### src/rtl/hc4040_gen_if.sv
// Purpose : control/status bundle for the hc4040_gen counter (everything except clock and reset).
// Latency : n/a (wiring only).
// Backpres: none; the counter samples the controls on every falling clock edge.
//
// Signals:
//   ce, up, ld, d, clr_ovf  - controls driven by the user (master)
//   q, tc, co, ovf          - counter state and flags driven by the counter (slave)
interface hc4040_gen_if #(
    parameter int WIDTH = 12
);
    logic             ce;
    logic             up;
    logic             ld;
    logic [WIDTH-1:0] d;
    logic             clr_ovf;
    logic [WIDTH-1:0] q;
    logic             tc;
    logic             co;
    logic             ovf;

    // User side: drives the controls and observes the counter.
    modport master (
        output ce, up, ld, d, clr_ovf,
        input  q, tc, co, ovf
    );

    // Counter side.
    modport slave (
        input  ce, up, ld, d, clr_ovf,
        output q, tc, co, ovf
    );
endinterface

### src/rtl/hc4040_gen.sv
// Purpose : generic-width, generic-modulus binary counter with enable, up/down, load, wrap pulse, sticky overflow.
// Latency : q/co/ovf update on the falling edge of p10 after the controls; tc is combinational on q, ce, up.
// Backpres: none; the counter accepts a new control set on every falling edge.
//
// Ports:
//   p10       - clock, all state changes on its falling edge
//   p11       - synchronous active-high reset (overrides load, count and clr_ovf)
//   bus.ce    - count enable          bus.up  - 1 = count up, 0 = count down
//   bus.ld    - parallel load of d (clamped to the top count)
//   bus.clr_ovf - clears the sticky ovf flag on an edge without a wrap
//   bus.q     - counter value         bus.tc  - terminal count (for cascading into the next ce)
//   bus.co    - one-period pulse following a wrap edge
//   bus.ovf   - sticky wrap flag
module hc4040_gen #(
    parameter int              WIDTH       = 12,
    parameter longint unsigned MODULUS     = 0,
    parameter longint unsigned RESET_VALUE = 0
) (
    input  logic         p10,
    input  logic         p11,
    hc4040_gen_if.slave  bus
);

    // Effective sequence length; 0 selects the full 2^WIDTH range.
    localparam longint unsigned M_EFF      = (MODULUS == 0) ? (64'd1 << WIDTH) : MODULUS;
    localparam logic [WIDTH-1:0] TOP       = WIDTH'(M_EFF - 64'd1);
    localparam logic [WIDTH-1:0] RST_Q     = WIDTH'(RESET_VALUE);
    localparam bit               FULL_RANGE = (MODULUS == 0);

    logic [WIDTH-1:0] cnt_q, cnt_d;
    logic             co_q,  co_d;
    logic             ovf_q, ovf_d;

    logic             at_top;
    logic             at_zero;
    logic             wrap_cond;
    logic [WIDTH-1:0] inc_val;
    logic [WIDTH-1:0] dec_val;
    logic [WIDTH-1:0] load_val;

    assign at_top    = (cnt_q == TOP);
    assign at_zero   = (cnt_q == '0);

    // The edge would wrap if it counts in the current direction from the end of the range.
    assign wrap_cond = bus.up ? at_top : at_zero;

    // Deliberately ignores ld: tc is a pure function of live ce/up and q so that a
    // cascaded stage sees a clean enable one period before the wrap.
    assign bus.tc    = bus.ce & wrap_cond;

    // With the full binary range the natural WIDTH-bit rollover already produces
    // TOP -> 0, so no comparator sits on the up path.
    generate
        if (FULL_RANGE) begin : g_inc_full
            assign inc_val = cnt_q + WIDTH'(1);
        end else begin : g_inc_mod
            assign inc_val = at_top ? '0 : (cnt_q + WIDTH'(1));
        end
    endgenerate

    // 0 -> TOP; in the full-range case TOP is all ones, identical to natural rollover.
    assign dec_val  = at_zero ? TOP : (cnt_q - WIDTH'(1));

    // Out-of-range load data saturates at the top count instead of wrapping.
    assign load_val = (bus.d > TOP) ? TOP : bus.d;

    always_comb begin
        cnt_d = cnt_q;
        co_d  = 1'b0;
        ovf_d = ovf_q & ~bus.clr_ovf;
        if (bus.ld) begin
            cnt_d = load_val;
        end else if (bus.ce) begin
            cnt_d = bus.up ? inc_val : dec_val;
            if (wrap_cond) begin
                co_d  = 1'b1;
                // Set wins over a simultaneous clr_ovf.
                ovf_d = 1'b1;
            end
        end
    end

    always_ff @(negedge p10) begin
        if (p11) begin
            cnt_q <= RST_Q;
            co_q  <= 1'b0;
            ovf_q <= 1'b0;
        end else begin
            cnt_q <= cnt_d;
            co_q  <= co_d;
            ovf_q <= ovf_d;
        end
    end

    assign bus.q   = cnt_q;
    assign bus.co  = co_q;
    assign bus.ovf = ovf_q;

endmodule

### src/flat_wrapper.sv
// flat-port wrapper written by rule: the top's interface ports become plain ports
module hc4040_gen_flat 
#(
    parameter int              WIDTH       = 12,
    parameter longint unsigned MODULUS     = 0,
    parameter longint unsigned RESET_VALUE = 0
)
  (p10, p11, bus_ce, bus_up, bus_ld, bus_d, bus_clr_ovf, bus_q, bus_tc, bus_co, bus_ovf);
  hc4040_gen_if #(.WIDTH(WIDTH)) bus_i ();
  input  logic p10;
  input  logic p11;
  input wire logic [$bits(bus_i.ce)-1:0] bus_ce;
  input wire logic [$bits(bus_i.up)-1:0] bus_up;
  input wire logic [$bits(bus_i.ld)-1:0] bus_ld;
  input wire logic [$bits(bus_i.d)-1:0] bus_d;
  input wire logic [$bits(bus_i.clr_ovf)-1:0] bus_clr_ovf;
  output wire logic [$bits(bus_i.q)-1:0] bus_q;
  output wire logic [$bits(bus_i.tc)-1:0] bus_tc;
  output wire logic [$bits(bus_i.co)-1:0] bus_co;
  output wire logic [$bits(bus_i.ovf)-1:0] bus_ovf;
  assign bus_i.ce = bus_ce;
  assign bus_i.up = bus_up;
  assign bus_i.ld = bus_ld;
  assign bus_i.d = bus_d;
  assign bus_i.clr_ovf = bus_clr_ovf;
  assign bus_q = bus_i.q;
  assign bus_tc = bus_i.tc;
  assign bus_co = bus_i.co;
  assign bus_ovf = bus_i.ovf;
  hc4040_gen #(.WIDTH(WIDTH), .MODULUS(MODULUS), .RESET_VALUE(RESET_VALUE)) u_core (.p10(p10), .p11(p11), .bus(bus_i));
endmodule
### config.mk
export PLATFORM = sky130hd
export DESIGN_NAME = hc4040_gen_flat
export DESIGN_NICKNAME = d
export VERILOG_FILES = /design/src/rtl/hc4040_gen_if.sv /design/src/rtl/hc4040_gen.sv /design/src/flat_wrapper.sv
export SDC_FILE = /design/constraint.sdc
export NUM_CORES = 1
export LEC_CHECK = 0
export CAP_MARGIN = 30
export CORE_MARGIN = 3
export CORE_UTILIZATION = 30
export CTS_BUF_LIST = sky130_fd_sc_hd__clkbuf_16
export CTS_CLUSTER_DIAMETER = 100
export DETAILED_ROUTE_END_ITERATION = 8
export HOLD_SLACK_MARGIN = 0.15
export PLACE_DENSITY = 0.54
export SLEW_MARGIN = 10
export SYNTH_ARGS = -nofsm -noshare
export SYNTH_HDL_FRONTEND = slang
export SYNTH_SLANG_ARGS = --single-unit
### constraint.sdc
create_clock -name p10 -period 2.2 [get_ports p10]
set_clock_uncertainty 0.15 [all_clocks]
set_input_delay 0.22 -clock p10 [delete_from_list [all_inputs] [get_ports p10]]
set_output_delay 0.22 -clock p10 [all_outputs]
set_load 0.01 [all_outputs]
==> results_dict.tcl <==
set metrics [dict create \
    status "finished with violations" \
    violations "setup timing" \
    synth_fa_ha_area_share_pct 3.272 \
    diodes 0 \
    synth_simple_gate_area_share_pct 33.04 \
    via_per_inst 5.313 \
    synth-xor-area-share_pct 4.580 \
    cts.sinks 14 \
    grt_pass1_vias 1632 \
    final_cells 313 \
    clockBufferDepth 2 \
    cts_hold_buf 0 \
    fin_ws_ps -1174 \
    drt-initial-drc-count 90 \
    die-area_um2 4602 \
    p_per_area_nw_per_um2 506.7 \
    synth_most_common_cell "dfxtp_1" \
    area_delta_synth_final_pct 119.3 \
    synth_edf_count 0 \
    rsz0062_at_grt "yes" \
    gr-total-overflow 0 \
    port_buffers 32 \
    core_area_um2 3495 \
    worstSetupPathType "reg2out" \
    slowest_stage "or3b_4" \
    cap_violations 0 \
    syn_area_um2 1147 \
    clk_latency_ps 340 \
    grtUsageTotal_pct 23.59 \
    final-seq-area_um2 307.8 \
    cts-buffers-inserted 3 \
    dpl.hpwl_um 3237 \
    multi_input_area_um2 962.2 \
    critPathLaunchType "flip-flop" \
    drive_gt1_share_pct 56.18 \
    synth_cell_types 47 \
    tritoncts "built" \
    cts_root_buffer "clkbuf_16" \
    setup_viol 24 \
    p_seq_share_pct 23.3 \
    drt_pass1_iterations 4 \
    p_comb_share_pct 40.0 \
    fin_nets 289 \
    cp_max_fo 2 \
    ir_drop_v 0.0003207 \
    totalWireLength_um 5107 \
    critPathCaptureType "output port" \
    io_pins 33 \
    synth_top_family_by_area "simple AND/OR/NAND/NOR gates" \
    die_h_um 67.84 \
    arrival_ps 3000 \
    hold_viol 0 \
    clock_power_share_pct 36.8 \
    wl_per_cell_um 16.32 \
    die_w_um 67.84 \
    ys_seq_elements 14 \
    path_cells "inv_2 -> ha_4 -> or3b_4 -> nor4_4 -> a31oi_2 -> nor2b_1 -> buf_2" \
    routabilityCongestion 0.8542 \
    yosys-top-cells-area "dfxtp_1 (24%), a21oi_1 (5.2%), nand2_1 (3.6%), nor3_1 (3.5%), ha_1 (3.3%)" \
    p_sw_w 0.0004347 \
    async_reset_ff_share_pct 0 \
    synth_compound_area_share_pct 24.43 \
    total_power_w 0.001275 \
    switching_share_pct 34.10 \
    path_clk_slew_ps 30 \
    synth-main-ff-cell "dfxtp_1" \
    place_inst 266 \
    leakage_nw 1.098 \
    antenna_found_initial 0 \
    synth_top_area_share_pct 24.43 \
    synth_commonest_cells "dfxtp_1 (14), a21oi_1 (12), nand2_1 (11), nor2_1 (8), nor3_1 (8)" \
    ys_warn_count 0 \
    synthesis.area_per_instance_um2 7.598 \
    num_rows 21 \
    drc_errors 0 \
    worstPathRequired_ps 1830 \
    dr_total_vias 1663 \
    syn_inst 151 \
    grt_max_degree 10 \
    initial_core_util_pct 32.83 \
    synth_nets 172 \
    internal_power_w 0.0008402 \
    final_max_slew_viol_count 0 \
    cts-htree-levels 1 \
    max_stage_delay_ps 390 \
    yosysSeqAreaShare_pct 24.43 \
    nFillCells 261 \
    relSlewSlack_pct 75.53 \
    synth_top_cell_by_area "dfxtp_1" \
    worst_pin_slew_ps 364.2 \
    fin_util_pct 72.00 \
    grt_pass1_wl_um 8052 \
    hp-class "reg2reg" \
    synth.area.mux_share_pct 2.726 \
    drtAntennaViolNets 0 \
]
[cells by family (layout without fill, tap and decap cells)]
logic type	Yosys count	in the layout
mux	3	3
buf+inv	19	135
fa+ha+maj	3	3
compound gates	42	42
flops	14	14
xor+xnor	6	6
simple gates	64	64
[power by group through the flow]
stage	clock network, W	logic (W)	registers (W)
2_1_floorplan	0.0000418	0.000193	0.000306
3_5_place_dp	0.0000418	0.000380	0.000292
5_1_grt	0.000525	0.000540	0.000298
6_report	0.000469	0.000509	0.000297
3_3_place_gp	0.0000418	0.000375	0.000292
4_1_cts	0.000484	0.000474	0.000294
[timing repair]
action,CTS,global route
pin swaps,16,13
setup buffers,23,13
endpoints found under the setup margin,29,28
cloned,2,0
hold endpoints to repair,0,0
gates resized for setup,140,27
[final cells by class]
class / instances / share of cell area (%)
repair buffers: 111 / 40.97
multi-input cells: 118 / 38.24
clock inverters: 15 / 2.287
clock buffers: 3 / 2.984
flip-flops and latches: 14 / 12.23
inverters: 6 / 0.9945
well taps: 46 / 2.287
[layer usage]
metal,wire length [um],track usage (%),vias to the layer above,share of wire [%]
met3,332,6.240,16,6.5
li1,-,-,803,-
met1,2139,28.71,783,42
met4,141,6.948,0,2.8
met2,2493,40.58,61,49
met5,0,0,-,0
[per-stage QoR]
step / TNS (ps) / cell area (um2) / setup WS (ps) / hold slack, ps
after global routing: -8943 / 2516 / -1282 / 357.7
after detailed placement: -16340 / 1898 / -1264 / 316.9
after global placement: -16470 / 1898 / -1206 / 310.0
after CTS: -7399 / 2404 / -1169 / 336.1
after floorplan: -4792 / 1281 / -856.7 / 344.4
final: -8004 / 2516 / -1174 / 337.9
[registers in the layout, summed over array words and instances (netlist names)]
register        count
u_core.bus.co       1
u_core.bus.ovf      1
u_core.bus.q       12
[cells in the final DEF (no fill, tap or decap), types with 3 or more instances in the layout]
cell type        count
nor4_1               3
nand2_1              9
nand4_1              3
inv_1               18
nor3_1               7
nand3_1              5
o21ai_1              3
dfxtp_2             10
a21oi_1             10
clkdlybuf4s50_1     13
xnor2_1              4
nor3b_1              5
dfxtp_4              4
nor2_1               6
buf_2                3
buf_4               47
buf_6               43
clkbuf_16            3
[path summary, 6_finish.rpt]
check	start	slack, ps	cells past startpoint	end
worst max-delay path	u_core.bus.q[1]	-1170	7	bus_tc
worst min register to register	u_core.bus.ovf	340	2	u_core.bus.ovf
worst min-delay path	u_core.bus.ovf	340	2	u_core.bus.ovf
worst max register to register	u_core.bus.q[1]	-190	13	u_core.bus.ovf
[worst max-delay path, delay by kind of cell, from the launching register on]
kind | cells | cell delay [ps]
adders and majority gates | 1 | 120
buffers and inverters | 2 | 210
AOI/OAI and AO/OA | 1 | 80
DFF | 1 | 320
and+or+nand+nor | 3 | 840
(Power assumes the default switching activity.)
